--- config.mk ---
export PLATFORM = sky130hd
export DESIGN_NAME = alg_amba_vip_apb_decoder_flat
export DESIGN_NICKNAME = d
export VERILOG_FILES = /design/src/rtl/alg_amba_vip_apb_pkg.sv /design/src/rtl/alg_amba_vip_apb_decoder_if.sv /design/src/rtl/alg_amba_vip_apb_timeout_cnt.sv /design/src/rtl/alg_amba_vip_apb_decoder.sv /design/src/flat_wrapper.sv
export SDC_FILE = /design/constraint.sdc
export NUM_CORES = 1
export LEC_CHECK = 0
export ABC_AREA = 1
export BUFFER_PORTS_ARGS = -buffer_cell sky130_fd_sc_hd__buf_4
export CAP_MARGIN = 0
export CORE_AREA = 5 5 118 120
export CTS_BUF_LIST = sky130_fd_sc_hd__clkbuf_4
export DETAILED_ROUTE_END_ITERATION = 10
export DIE_AREA = 0 0 123 125
export PLACE_DENSITY_LB_ADDON = 0.15
export SYNTH_ARGS = -nofsm -noshare
export SYNTH_HDL_FRONTEND = slang
export SYNTH_HIERARCHICAL = 1
export SYNTH_SLANG_ARGS = --single-unit
--- constraint.sdc ---
create_clock -name clk -period 2.4 [get_ports clk]
set_clock_uncertainty 0.2 [all_clocks]
set_input_delay 0.48 -clock clk [delete_from_list [all_inputs] [get_ports clk]]
set_output_delay 0.48 -clock clk [all_outputs]
set_load 0.02 [all_outputs]
--- src/rtl/alg_amba_vip_apb_pkg.sv ---
// alg_amba_vip_apb_pkg: shared FSM state type, select-width helper and error read data for the APB decoder
package alg_amba_vip_apb_pkg;
  typedef enum logic [1:0] {IDLE, SETUP, ACCESS, RESP} apb_dec_state_e;
  localparam bit APB_ERR_RDATA = 1'b0;
  function automatic int apb_sel_w(input int num_slv);
    return num_slv > 1 ? $clog2(num_slv) : 1;
  endfunction
endpackage

--- src/rtl/alg_amba_vip_apb_decoder_if.sv ---
// alg_amba_vip_apb_decoder_if: upstream (s_*) and downstream (m_*) APB signals; slave = decoder view, master = environment view
interface alg_amba_vip_apb_decoder_if #(
  parameter int NUM_SLV = 4,
  parameter int ADDR_W  = 32,
  parameter int DATA_W  = 32
);
  logic                      s_psel;
  logic                      s_penable;
  logic [ADDR_W-1:0]         s_paddr;
  logic                      s_pwrite;
  logic [DATA_W-1:0]         s_pwdata;
  logic [DATA_W-1:0]         s_prdata;
  logic                      s_pready;
  logic                      s_pslverr;
  logic [NUM_SLV-1:0]        m_psel;
  logic                      m_penable;
  logic [ADDR_W-1:0]         m_paddr;
  logic                      m_pwrite;
  logic [DATA_W-1:0]         m_pwdata;
  logic [NUM_SLV*DATA_W-1:0] m_prdata;
  logic [NUM_SLV-1:0]        m_pready;
  logic [NUM_SLV-1:0]        m_pslverr;
  modport slave (
    input  s_psel, s_penable, s_paddr, s_pwrite, s_pwdata, m_prdata, m_pready, m_pslverr,
    output s_prdata, s_pready, s_pslverr, m_psel, m_penable, m_paddr, m_pwrite, m_pwdata
  );
  modport master (
    output s_psel, s_penable, s_paddr, s_pwrite, s_pwdata, m_prdata, m_pready, m_pslverr,
    input  s_prdata, s_pready, s_pslverr, m_psel, m_penable, m_paddr, m_pwrite, m_pwdata
  );
endinterface

--- src/rtl/alg_amba_vip_apb_timeout_cnt.sv ---
// alg_amba_vip_apb_timeout_cnt: up-counter with clear/enable; o_done flags the LIMIT-th enabled cycle
module alg_amba_vip_apb_timeout_cnt #(
  parameter int LIMIT = 256
) (
  input  logic clk,
  input  logic rst,
  input  logic i_clr,
  input  logic i_en,
  output logic o_done
);
  localparam int W = $clog2(LIMIT);
  logic [W-1:0] r_cnt;
  always_ff @(posedge clk) begin
    if (rst || i_clr) r_cnt <= '0;
    else if (i_en) r_cnt <= r_cnt + 1'b1;
  end
  assign o_done = i_en && r_cnt == W'(LIMIT - 1);
endmodule

--- src/rtl/alg_amba_vip_apb_decoder.sv ---
// alg_amba_vip_apb_decoder: APB 1-to-NUM_SLV address decoder with registered outputs;
// defining ALG_APB_DEC_TIMEOUT_EN abandons targets that stall for TIMEOUT_CYC ACCESS cycles
module alg_amba_vip_apb_decoder
  import alg_amba_vip_apb_pkg::*;
#(
  parameter int NUM_SLV     = 4,
  parameter int ADDR_W      = 32,
  parameter int DATA_W      = 32,
  parameter int SEL_LSB     = 12,
  parameter int TIMEOUT_CYC = 256
) (
  input logic clk,
  input logic rst,
  alg_amba_vip_apb_decoder_if.slave apb
);
  localparam int SEL_W = apb_sel_w(NUM_SLV);
  localparam int HI_W  = ADDR_W - SEL_LSB;
  apb_dec_state_e   r_state;
  logic [SEL_W-1:0] r_idx;
  logic [HI_W-1:0]  w_hi;
  logic             w_mapped;
  logic             w_rdy;
  logic             w_to;
  // All address bits above SEL_LSB form the index, so e.g. 0x5000 with 4 targets decodes as unmapped
  assign w_hi     = apb.s_paddr[ADDR_W-1:SEL_LSB];
  assign w_mapped = w_hi < HI_W'(NUM_SLV);
  assign w_rdy    = apb.m_pready[r_idx];
`ifdef ALG_APB_DEC_TIMEOUT_EN
  alg_amba_vip_apb_timeout_cnt #(.LIMIT(TIMEOUT_CYC)) u_timeout_cnt (
    .clk    (clk),
    .rst    (rst),
    .i_clr  (r_state != ACCESS),
    .i_en   (r_state == ACCESS),
    .o_done (w_to)
  );
`else
  logic w_unused_to;
  assign w_unused_to = TIMEOUT_CYC != 0;
  assign w_to        = 1'b0;
`endif
  always_ff @(posedge clk) begin
    if (rst) begin
      r_state       <= IDLE;
      r_idx         <= '0;
      apb.s_prdata  <= '0;
      apb.s_pready  <= 1'b0;
      apb.s_pslverr <= 1'b0;
      apb.m_psel    <= '0;
      apb.m_penable <= 1'b0;
      apb.m_paddr   <= '0;
      apb.m_pwrite  <= 1'b0;
      apb.m_pwdata  <= '0;
    end else begin
      case (r_state)
        IDLE: if (apb.s_psel && !apb.s_penable) begin
          if (w_mapped) begin
            r_idx        <= w_hi[SEL_W-1:0];
            apb.m_psel   <= NUM_SLV'(1) << w_hi[SEL_W-1:0];
            apb.m_paddr  <= apb.s_paddr;
            apb.m_pwrite <= apb.s_pwrite;
            apb.m_pwdata <= apb.s_pwrite ? apb.s_pwdata : '0;
            r_state      <= SETUP;
          end else begin
            apb.s_pready  <= 1'b1;
            apb.s_pslverr <= 1'b1;
            apb.s_prdata  <= {DATA_W{APB_ERR_RDATA}};
            r_state       <= RESP;
          end
        end
        SETUP: begin
          apb.m_penable <= 1'b1;
          r_state       <= ACCESS;
        end
        ACCESS: if (w_rdy || w_to) begin
          apb.m_psel    <= '0;
          apb.m_penable <= 1'b0;
          apb.s_pready  <= 1'b1;
          apb.s_pslverr <= w_rdy ? apb.m_pslverr[r_idx] : 1'b1;
          apb.s_prdata  <= (w_rdy && !apb.m_pwrite) ? apb.m_prdata[int'(r_idx)*DATA_W +: DATA_W]
                                                    : {DATA_W{APB_ERR_RDATA}};
          r_state       <= RESP;
        end
        default: begin
          apb.s_pready <= 1'b0;
          r_state      <= IDLE;
        end
      endcase
    end
  end
endmodule
--- src/flat_wrapper.sv ---
// flat-port wrapper written by rule: the top's interface ports become plain ports
module alg_amba_vip_apb_decoder_flat import alg_amba_vip_apb_pkg::*;
#(
  parameter int NUM_SLV     = 4,
  parameter int ADDR_W      = 32,
  parameter int DATA_W      = 32,
  parameter int SEL_LSB     = 12,
  parameter int TIMEOUT_CYC = 256
)
  (clk, rst, apb_s_psel, apb_s_penable, apb_s_paddr, apb_s_pwrite, apb_s_pwdata, apb_m_prdata, apb_m_pready, apb_m_pslverr, apb_s_prdata, apb_s_pready, apb_s_pslverr, apb_m_psel, apb_m_penable, apb_m_paddr, apb_m_pwrite, apb_m_pwdata);
  alg_amba_vip_apb_decoder_if #(.NUM_SLV(NUM_SLV), .ADDR_W(ADDR_W), .DATA_W(DATA_W)) apb_i ();
  input logic clk;
  input logic rst;
  input wire logic [$bits(apb_i.s_psel)-1:0] apb_s_psel;
  input wire logic [$bits(apb_i.s_penable)-1:0] apb_s_penable;
  input wire logic [$bits(apb_i.s_paddr)-1:0] apb_s_paddr;
  input wire logic [$bits(apb_i.s_pwrite)-1:0] apb_s_pwrite;
  input wire logic [$bits(apb_i.s_pwdata)-1:0] apb_s_pwdata;
  input wire logic [$bits(apb_i.m_prdata)-1:0] apb_m_prdata;
  input wire logic [$bits(apb_i.m_pready)-1:0] apb_m_pready;
  input wire logic [$bits(apb_i.m_pslverr)-1:0] apb_m_pslverr;
  output wire logic [$bits(apb_i.s_prdata)-1:0] apb_s_prdata;
  output wire logic [$bits(apb_i.s_pready)-1:0] apb_s_pready;
  output wire logic [$bits(apb_i.s_pslverr)-1:0] apb_s_pslverr;
  output wire logic [$bits(apb_i.m_psel)-1:0] apb_m_psel;
  output wire logic [$bits(apb_i.m_penable)-1:0] apb_m_penable;
  output wire logic [$bits(apb_i.m_paddr)-1:0] apb_m_paddr;
  output wire logic [$bits(apb_i.m_pwrite)-1:0] apb_m_pwrite;
  output wire logic [$bits(apb_i.m_pwdata)-1:0] apb_m_pwdata;
  assign apb_i.s_psel = apb_s_psel;
  assign apb_i.s_penable = apb_s_penable;
  assign apb_i.s_paddr = apb_s_paddr;
  assign apb_i.s_pwrite = apb_s_pwrite;
  assign apb_i.s_pwdata = apb_s_pwdata;
  assign apb_i.m_prdata = apb_m_prdata;
  assign apb_i.m_pready = apb_m_pready;
  assign apb_i.m_pslverr = apb_m_pslverr;
  assign apb_s_prdata = apb_i.s_prdata;
  assign apb_s_pready = apb_i.s_pready;
  assign apb_s_pslverr = apb_i.s_pslverr;
  assign apb_m_psel = apb_i.m_psel;
  assign apb_m_penable = apb_i.m_penable;
  assign apb_m_paddr = apb_i.m_paddr;
  assign apb_m_pwrite = apb_i.m_pwrite;
  assign apb_m_pwdata = apb_i.m_pwdata;
  alg_amba_vip_apb_decoder #(.NUM_SLV(NUM_SLV), .ADDR_W(ADDR_W), .DATA_W(DATA_W), .SEL_LSB(SEL_LSB), .TIMEOUT_CYC(TIMEOUT_CYC)) u_core (.clk(clk), .rst(rst), .apb(apb_i));
endmodule
Word-level counts from Yosys, hierarchy flattened

Index checks and enable logic that the tools add are counted.

Register bits: 108
Input port bits: 205
Output and inout port bits: 104
Word-level logic and storage cells: 60

Magnitude comparators: 2
Equal/unequal tests: 6
Shifts and indexed selects: 2
Multiplexer cells: 26
Bitwise logic cells: 1
Reduce and logical (&&, ||, !) cells: 13

Operator list:

| kind                                                                          | count |
|---|---|
| 32-bit two-way mux                                                            | 5 |
| 128-bit by 8-bit variable part select with 32-bit output                      | 1 |
| 32-bit one-hot mux with 2 select lines                                        | 1 |
| 20-bit by 3-bit less-than comparator with 1-bit output, second input constant | 1 |
| 4-bit two-way mux                                                             | 3 |
| 4-bit AND reduction                                                           | 3 |
| 4-bit one-hot mux with 2 select lines                                         | 1 |
| 1-bit two-way mux                                                             | 7 |
| 2-bit two-way mux                                                             | 3 |
| 2-bit by 1-bit inequality test with 1-bit output, second input constant       | 3 |
| 2-bit one-hot mux with 3 select lines                                         | 1 |
| 1-bit binary-select mux with 2-bit select                                     | 2 |
| 1-bit one-hot mux with 2 select lines                                         | 2 |
| 2-bit AND reduction                                                           | 2 |
| 2-bit nonzero test                                                            | 2 |
| 1-bit by 2-bit << shifter with 4-bit output, first input constant             | 1 |
| 2-bit by 3-bit less-than comparator with 1-bit output, second input constant  | 1 |
| 1-bit one-hot mux with 3 select lines                                         | 1 |
| 3-bit AND reduction                                                           | 1 |
| 2-bit by 1-bit == test with 1-bit output, second input constant               | 1 |
| 2-bit == test, second input constant                                          | 1 |
| 1-bit logical AND                                                             | 2 |
| 1-bit logical NOT                                                             | 2 |
| 2-bit logical NOT                                                             | 1 |
| other kinds (2)                                                               | 2 |

Longest topological paths before layout

Gate-level depths: netlist of run 1.

Depth after elaboration: 6
Depth in mapped cells: 12
Gate-level depth less buffers: 10

Worst setup path before layout of run 1

Ideal clock, no wire load.

Path type: register -> register
From: register u_core.r_state[0]
To: register u_core.apb.s_prdata[0]
Setup time: 113 ps
Arrival: 1,534 ps
Required time: 2,087 ps
Setup slack: 554 ps
Cell stages (with the launch flop): 11
Path buffers: 3
Period minus slack after synthesis: 1,846 ps
Cells stage by stage: dfxtp_1 > inv_1 > ha_1 > clkbuf_1 > nor2_1 > inv_1 > nand3_2 > buf_6 > buf_2 > nor2_1 > nor2_1

Word-level cells in the longest chain between the ends: 3
Elaborated cells between the ends (all ways): 8
Those cells by class: eq/ne (4); mux (1); reduce/logical (3)

Ends and longest elaborated chain:

| element                                                                                   | line                              | RTL |
|---|---|---|
| from (decl)                                                                               | alg_amba_vip_apb_decoder.sv:18    | `apb_dec_state_e r_state;` |
| from (signal assigned)                                                                    | alg_amba_vip_apb_decoder.sv:43    | `r_state <= IDLE;` |
| from (signal assigned)                                                                    | alg_amba_vip_apb_decoder.sv:62    | `r_state <= SETUP;` |
| from (signal assigned)                                                                    | alg_amba_vip_apb_decoder.sv:67    | `r_state <= RESP;` |
| 2-bit == test / 2-bit logical NOT (equally long branches)                                 | alg_amba_vip_apb_decoder.sv:54    | `case (r_state)` |
| 2-bit by 1-bit inequality test with 1-bit output (no source line) (tied with other cells) | -                                 |  |
| 4-bit AND reduction (no source line)                                                      | -                                 |  |
| to (signal assigned)                                                                      | alg_amba_vip_apb_decoder.sv:66    | `apb.s_prdata <= {DATA_W{APB_ERR_RDATA}};` |
| to (signal assigned)                                                                      | alg_amba_vip_apb_decoder.sv:79    | `apb.s_prdata <= (w_rdy && !apb.m_pwrite) ? apb.m_prdata[int'(r_idx)*DATA_W +: DATA_W]` |
| to (decl)                                                                                 | alg_amba_vip_apb_decoder_if.sv:25 | `output s_prdata, s_pready, s_pslverr, m_psel, m_penable, m_paddr, m_pwrite, m_pwdata` |

Several ways; a longest one is shown, not always the timed one.
A chain may end at the register's enable or synchronous reset.

Worst setup path in the final report of run 1

From: register u_core.r_state[0]
To: register u_core.apb.s_prdata[12]

Same word-level chain as after synthesis.

==> qor_table.md, run 1 <==
| Stage | Parameter | Reported |
| --- | --- | --- |
| synth | Mapped Cells | 834 |
| route | Number of DRC violations after detailed-routing iteration 0 | 292 |
| clocking | Hold buffers post-CTS | 0 |
| clocking | Clock buffer depth | 2 |
| critical path | Required time of the critical path | 2.55 ns |
| timing | Number of max-slew violations in the final report | 0 |
| timing | Tcrit/Tclk final | 0.864 |
| outcome | Status | completed |
| critical path | Kind of capture point of the worst setup path | register |
| critical path | Critical path class | reg2reg |
| power and ir drop | Internal power contribution | 3.90 mW |
| synth | Netlist Area Pre-Place | 5310 um^2 |
| synth | Net count after synthesis | 1,043 |
| placed design | Count of buffers inserted at the top-level ports | 308 |
| grt | Number of antenna violations at the first check in global routing | 0 |
| worst hold path | Worst Hold Endpoint | u_core/apb.m_paddr[7] |
| final layout | Count of fill cells added during filler insertion | 1,302 |
| final layout | Total area of sequential cells | 2120 um^2 |
| power and ir drop | P_sw | 2.68 mW |
| timing | Transition at the pin with the smallest max-transition slack | 0.534 ns |
| critical path | Series of cell instances along the critical path | inv_1 > ha_1 > nor2_1 > inv_1 > nand3_2 > buf_12 > nand2_1 > nand2_1 > nor2_1 |
| grt | Number of global-route vias before repair | 5,690 |
| synth | Main area contributors after synthesis | dfxtp_1 (40%), nor2_1 (19%), nand2_1 (8.8%) |
| final layout | Footprint of the multi-input gates | 2700 um^2 |
| floorplan | DIE AREA | 15,400 um^2 |
| route | Detailed-route wire length per cell | 14.5 um |
| floorplan | Core Footprint | 12,900 um^2 |
| grt | Pin count of the biggest net entering global routing | 66 |
| route | Number of vias per cell after detailed routing | 4.69 |
| synth | Top cell type's share of synthesized area | 0.399 |
| final layout | Net total in the final layout | 1,317 |
| clocking | Clock tree from TritonCTS | yes |
| power and ir drop | Part of the total power dissipated in sequential elements | 0.354 |
| worst hold path | Worst min-delay path class | in2reg |
| power and ir drop | Switching share of total power | 0.407 |
| synth | Top cell type by total area after synthesis | dfxtp_1 |
| critical path | Peak fanout along the critical path | 65 |
| timing | Finish-stage setup viols | 0 |
| grt | First-pass GRT wire length | 29.3 mm |
| synth | Post-synthesis sequential element count | 106 |
| placed design | HPWL after detailed placement | 14.0 mm |
| final layout | Signed area change from the synthesized netlist to the final layout | 48.6% |
| grt | Remaining global-route overflow | 0 |
| grt | Global routing usage summed across all routing layers | 0.234 |
| critical path | R2R setup slack | 0.33 ns |
| synth | Sequential cell area fraction in the yosys report | 0.399 |
| final layout | Leading cell type in the layout, fill and taps excluded | buf_4 |
| worst hold path | Worst Hold Path Cells | 3 |
| worst hold path | Startpoint of the most critical hold path | apb_s_paddr[7] |
| power and ir drop | Peak supply drop | 615 uV |
| clocking | Post-CTS sizing | 0 |
| floorplan | Total number of placement rows | 42 |
| synth | Count of unique library cells instantiated by Yosys | 24 |
| power and ir drop | Clock network fraction of total power | 0.173 |
| route | DRC violations left | 0 |
| timing | Final-report hold violation count | 0 |
| timing | Final min period | 2.07 ns |
| critical path | CP arrival | 2.23 ns |
| route | Antenna Nets Post-Route | 0 |
| clocking | Clock latency on the worst-skew pair | 0.43 ns |
| critical path | Capturing point of the worst reg2reg path | u_core/apb.s_prdata[12] |
| placed design | Cell Area, Placed | 7700 um^2 |
| critical path | Crit start category | register |
| clocking | H-tree levels | 3 |
| synth | Total of warnings raised by yosys | 6 |
| final layout | Total inserted antenna cells | 0 |
| floorplan | I/O pin cnt | 309 |
| clocking | Clock edge transition at the registers on the reported setup and hold paths | 0.16 ns |
| clocking | Library cell used as clock root buffer | clkbuf_4 |
| route | Via count | 6,040 |
| critical path | Largest incremental delay on the critical path | 0.41 ns |
| floorplan | Die width | 123 um |
| final layout | Post-route cell area | 7900 um^2 |
| clocking | Clk sink count | 106 |
| final layout | Most frequent cells in the layout | buf_4 (319), nor2_1 (263), nand2_1 (125) |
| critical path | Origin of the critical flop-to-flop path | u_core/r_state[0] |
| timing | Total negative slack | 0 ns |
| critical path | Cell with the largest stage delay on the worst path | dfxtp_1 |
| synth | Mean instance size in the synthesized netlist | 6.37 um^2 |
| final layout | Layout cells sized above 1 | 0.332 |
| placed design | Global placer's final weighted congestion | 0.825 |
| timing | Setup repair after global routing missed its margin | no |
| power and ir drop | Cell leakage power | 3.84 nW |
| power and ir drop | Power density of the placed cells | 833 nW/um^2 |
| route | Sum of routed wire length over all layers | 18.7 mm |
| clocking | # Post-CTS Setup Buffers | 0 |
| job | Max-cap violation count | 0 |
| route | Router iterations before antenna repair | 5 |
| clocking | CTS Buf Count | 9 |
| critical path | Worst Setup SP | u_core/r_state[0] |
| power and ir drop | Comb power frac | 0.473 |
| floorplan | Die extent in y | 125 um |
| critical path | Number of cell instances on the worst register-to-register path | 9 |
| timing | Fmax | 482 MHz |
| timing | Worst slew margin relative to its limit | 0.644 |
| floorplan | Effective utilization at floorplan | 0.413 |
## cells in the mapped netlist (all sizes together)
cell type and instances:
dfxtp 106, o21bai 1, clkbuf 36, buf 23
a21oi 68, nand4 4, a21boi 1, o221ai 1
ha 4, clkinv 2, nor2 266, nand3 41
nand2 146, inv 52, nor3 2, o21ai 81
## area by class of cell
cell class	instances	share of cell area
multi-input combinational	615	0.342
timing repair buffer	322	0.311
sequential	106	0.269
tap	176	0.0279
inverter	54	0.0258
clock inverter	7	0.0157
clock buffer	9	0.00856
## metal layers
layer,share of wire,routed length [um],vias to the layer above,global-route usage
li1,-,-,3152,-
met1,0.40,7440,2657,0.283
met2,0.47,8880,208,0.391
met3,0.11,2020,23,0.0763
met4,0.021,389,0,0.0736
met5,0,0,-,0
## registers in the layout, indices dropped and copies added, names as in the netlist
name / count
u_core/apb.m_pwrite: 1
u_core/apb.s_pready: 1
u_core/apb.s_pslverr: 1
u_core/apb.m_psel: 4
u_core/apb.s_prdata: 32
u_core/apb.m_paddr: 32
u_core/r_state: 2
u_core/apb.m_pwdata: 32
u_core/apb.m_penable: 1
## cell families after synthesis
group / synth area share
buffers and inverters: 0.0928
flip-flops: 0.399
AO/OA/AOI/OAI: 0.147
adder cells (fa/ha/maj): 0.00942
AND/OR/NAND/NOR: 0.351
## per-stage QoR
step | util | total power [mW] | hold slack (ns) | std cells | worst slack [ns]
finish | 0.613 | 6.58 | 0.0432 | 1289 | 0.326
detailed placement | 0.598 | 5.51 | 0.229 | 1273 | 0.332
CTS | 0.613 | 6.66 | 0.00676 | 1289 | 0.316
global route | 0.613 | 7.09 | 0.0285 | 1289 | 0.117
floorplan | - | 4.36 | 0.273 | 834 | 0.554
global placement | 0.598 | 5.45 | 0.227 | 1273 | 0.369
## worst max-delay path: cells and delay by family (launching register included)
family,cells,cell delay (ns)
flops,1,0.41
simple gates,5,0.51
buf+inv,3,0.49
fa+ha+maj,1,0.36
## worst max-delay path by stage
stage	to	depth (start not counted)	slack [ns]
finish	u_core/apb.s_prdata[12]	9	0.33
global route	u_core/apb.s_prdata[11]	9	0.12
CTS	u_core/apb.s_prdata[12]	9	0.32
detailed placement	u_core/apb.s_prdata[18]	9	0.33
global placement	u_core/apb.s_prdata[11]	10	0.37
floorplan	u_core/apb.s_prdata[0]	10	0.55
## power by group through the flow
stage,clock network [mW],registers (mW),logic [mW]
6_report,1.14,2.33,3.11
5_1_grt,1.24,2.38,3.48
4_1_cts,1.18,2.34,3.15
3_5_place_dp,0,2.37,3.14
3_3_place_gp,0,2.37,3.08
2_1_floorplan,0,2.73,1.64
(Power assumes the default switching activity.)
==> inputs of run 2 (changes only) <==
RECOVER_POWER = 50   (was unset)
==> run 2 against run 1 <==
- design area down 4.8%
- worst hold slack worse by 0.0016 ns
- sequential cell count unchanged
- critical path depth unchanged
- critical path type unchanged
- critical endpoint unchanged
==> qor_table.md, run 2 (synthesized netlist as in run 1, its figures left out) <==
| Stage | Parameter | Reported | vs previous |
| --- | --- | --- | --- |
| floorplan | Total number of placement rows | 42 | unchanged |
| floorplan | Die extent in y | 125 um | unchanged |
| floorplan | Effective utilization at floorplan | 0.413 | unchanged |
| critical path | Peak fanout along the critical path | 65 | unchanged |
| final layout | Signed area change from the synthesized netlist to the final layout | 41.4% |  |
| final layout | Total area of sequential cells | 2120 um^2 | unchanged |
| final layout | Largest registers | u_core/apb.m_paddr x32, u_core/apb.m_pwdata x32, u_core/apb.s_prdata x32 |  |
| critical path | Buf+Inv Stages, Crit Path | 3 | unchanged |
| timing | Worst slew margin relative to its limit | 0.636 | -0.00760 |
| placed design | HPWL after detailed placement | 14.0 mm | unchanged |
| floorplan | I/O pin cnt | 309 | unchanged |
| job | Max-cap violation count | 0 | unchanged |
| final layout | Total inserted antenna cells | 0 | unchanged |
| route | Sum of routed wire length over all layers | 18.7 mm | -0.26% |
| grt | Number of antenna violations at the first check in global routing | 0 | unchanged |
| timing | Tcrit/Tclk final | 0.866 | +0.00224 |
| timing | Finish-stage setup viols | 0 | unchanged |
| timing | Transition at the pin with the smallest max-transition slack | 0.546 ns | +0.0114 ns |
| critical path | Cell with the largest stage delay on the worst path | dfxtp_1 |  |
| power and ir drop | Power density of the placed cells | 840 nW/um^2 | +0.85% |
| clocking | Clk sink count | 106 | unchanged |
| critical path | Kind of capture point of the worst setup path | register |  |
| grt | Number of global-route vias before repair | 5,690 | unchanged |
| final layout | Final core utilization | 0.584 | -0.0297 |
| floorplan | DIE AREA | 15,400 um^2 | unchanged |
| power and ir drop | Cell leakage power | 3.42 nW | -11% |
| route | Number of DRC violations after detailed-routing iteration 0 | 292 | unchanged |
| final layout | Layout cells sized above 1 | 0.241 | -0.0916 |
| route | Router iterations before antenna repair | 5 | unchanged |
| grt | Pin count of the biggest net entering global routing | 66 | unchanged |
| final layout | Count of fill cells added during filler insertion | 1,394 | +7.1% |
| power and ir drop | Comb power frac | 0.452 | -0.021 |
| clocking | Clock latency on the worst-skew pair | 0.43 ns | about the same |
| final layout | Leading cell type in the layout, fill and taps excluded | nor2_1 |  |
| outcome | Status | completed |  |
| clocking | CTS Buf Count | 9 | unchanged |
| clocking | Clock tree from TritonCTS | yes |  |
| timing | Total negative slack | 0 ns | unchanged |
| timing | Worst slack on hold paths | 0.0416 ns | -0.00163 ns |
| power and ir drop | Clock network fraction of total power | 0.180 | +0.007 |
| power and ir drop | Switching share of total power | 0.424 | +0.0170 |
| worst hold path | Worst min-delay path class | in2reg |  |
| route | Antenna Nets Post-Route | 0 | unchanged |
| route | DRC violations left | 0 | unchanged |
| route | Via count | 6,068 | +0.46% |
| clocking | # Post-CTS Setup Buffers | 0 | unchanged |
| floorplan | Core Footprint | 12,900 um^2 | unchanged |
| critical path | Cell class contributing the biggest share of worst-path delay | simple AND/OR/NAND/NOR gates |  |
| timing | Fmax | 481 MHz | -0.26% |
| clocking | H-tree levels | 3 | unchanged |
| final layout | Footprint of the multi-input gates | 2700 um^2 | unchanged |
| clocking | Library cell used as clock root buffer | clkbuf_4 |  |
| placed design | Cell Area, Placed | 7700 um^2 | unchanged |
| clocking | Clock edge transition at the registers on the reported setup and hold paths | 0.16 ns | about the same |
| power and ir drop | Peak supply drop | 619 uV | +0.54% |
| final layout | Most frequent cells in the layout | nor2_1 (263), buf_4 (217), nand2_1 (125) |  |
| critical path | Critical path class | reg2reg |  |
| floorplan | Die width | 123 um | unchanged |
| clocking | Post-CTS sizing | 0 | unchanged |
| timing | Setup repair after global routing missed its margin | no |  |
| route | Detailed-route wire length per cell | 14.5 um | -0.26% |
| timing | Final min period | 2.08 ns | +0.00539 ns |
| timing | Final-report hold violation count | 0 | unchanged |
| placed design | Count of buffers inserted at the top-level ports | 308 | unchanged |
| critical path | Largest incremental delay on the critical path | 0.41 ns | about the same |
| placed design | Global placer's final weighted congestion | 0.825 | unchanged |
| timing | Number of max-slew violations in the final report | 0 | unchanged |
| grt | Global routing usage summed across all routing layers | 0.234 | unchanged |
| critical path | Crit start category | register |  |
| power and ir drop | Part of the total power dissipated in sequential elements | 0.368 | +0.014 |
| route | Number of vias per cell after detailed routing | 4.71 | +0.46% |
| clocking | Hold buffers post-CTS | 0 | unchanged |
| critical path | Required time of the critical path | 2.56 ns | about the same |
| final layout | Net total in the final layout | 1,317 | unchanged |
| critical path | CP arrival | 2.23 ns | about the same |
| power and ir drop | P_sw | 2.68 mW | about the same |
| final layout | Post-route cell area | 7510 um^2 | -4.8% |
| power and ir drop | Internal power contribution | 3.63 mW | -6.8% |
| clocking | Clock buffer depth | 2 | unchanged |
| critical path | Series of cell instances along the critical path | inv_1 > ha_1 > nor2_1 > inv_1 > nand3_2 > buf_12 > nand2_1 > nand2_1 > nor2_1 |  |
| grt | Remaining global-route overflow | 0 | unchanged |
| grt | First-pass GRT wire length | 29.3 mm | unchanged |
==> run 2: changes by cell type in the layout (fill, tap and decap cells not counted), sizes merged <==
cell	before	now
buf	322	220
clkbuf	9	111
==> run 2: metal layers <==
metal | share of wire | wire length, um | GRT usage
met1 | 0.40 | 7420 | 0.283
met5 | 0 | 0 | 0
met3 | 0.11 | 1980 | 0.0763
met4 | 0.021 | 386 | 0.0736
met2 | 0.48 | 8890 | 0.391
==> run 2: per-stage QoR <==
step | worst slack (ns) | power (mW) | std cells
after floorplan | 0.554 | 4.36 | 834
after global placement | 0.369 | 5.45 | 1273
after detailed placement | 0.332 | 5.51 | 1273
after CTS | 0.316 | 6.66 | 1289
after global routing | 0.117 | 6.81 | 1289
final | 0.320 | 6.31 | 1289
==> run 2: worst paths after layout <==
| kind | from | end | slack, ns | cells past startpoint |
|---|---|---|---|---|
| max | u_core/r_state[0] | u_core/apb.s_prdata[12] | 0.32 | 9 |
| min | apb_s_paddr[7] | u_core/apb.m_paddr[7] | 0.04 | 3 |
| max reg2reg | u_core/r_state[0] | u_core/apb.s_prdata[12] | 0.32 | 9 |
| min reg2reg | u_core/apb.m_paddr[30] | u_core/apb.m_paddr[30] | 0.25 | 2 |
==> run 2: final cells by class <==
cell class	instances	share of cell area
Sequential cell	106	0.283
Timing Repair Buffer	322	0.276
Clock buffer	9	0.00899
Tap cell	176	0.0293
Multi-Input combinational cell	615	0.360
Inverter	54	0.0271
Clock inverter	7	0.0165
==> run 2: tightest hold or removal path, stage by stage <==
cell and delay, ns:
buf_4 0.08, nor2_1 0.03, nor2_1 0.08
==> run 2: power groups by stage <==
stage	clock network [mW]	logic [mW]	registers, mW
final	1.13	2.86	2.32
after global routing	1.24	3.21	2.37
after CTS	1.18	3.15	2.34
after detailed placement	0	3.14	2.37
after global placement	0	3.08	2.37
after floorplan	0	1.64	2.73
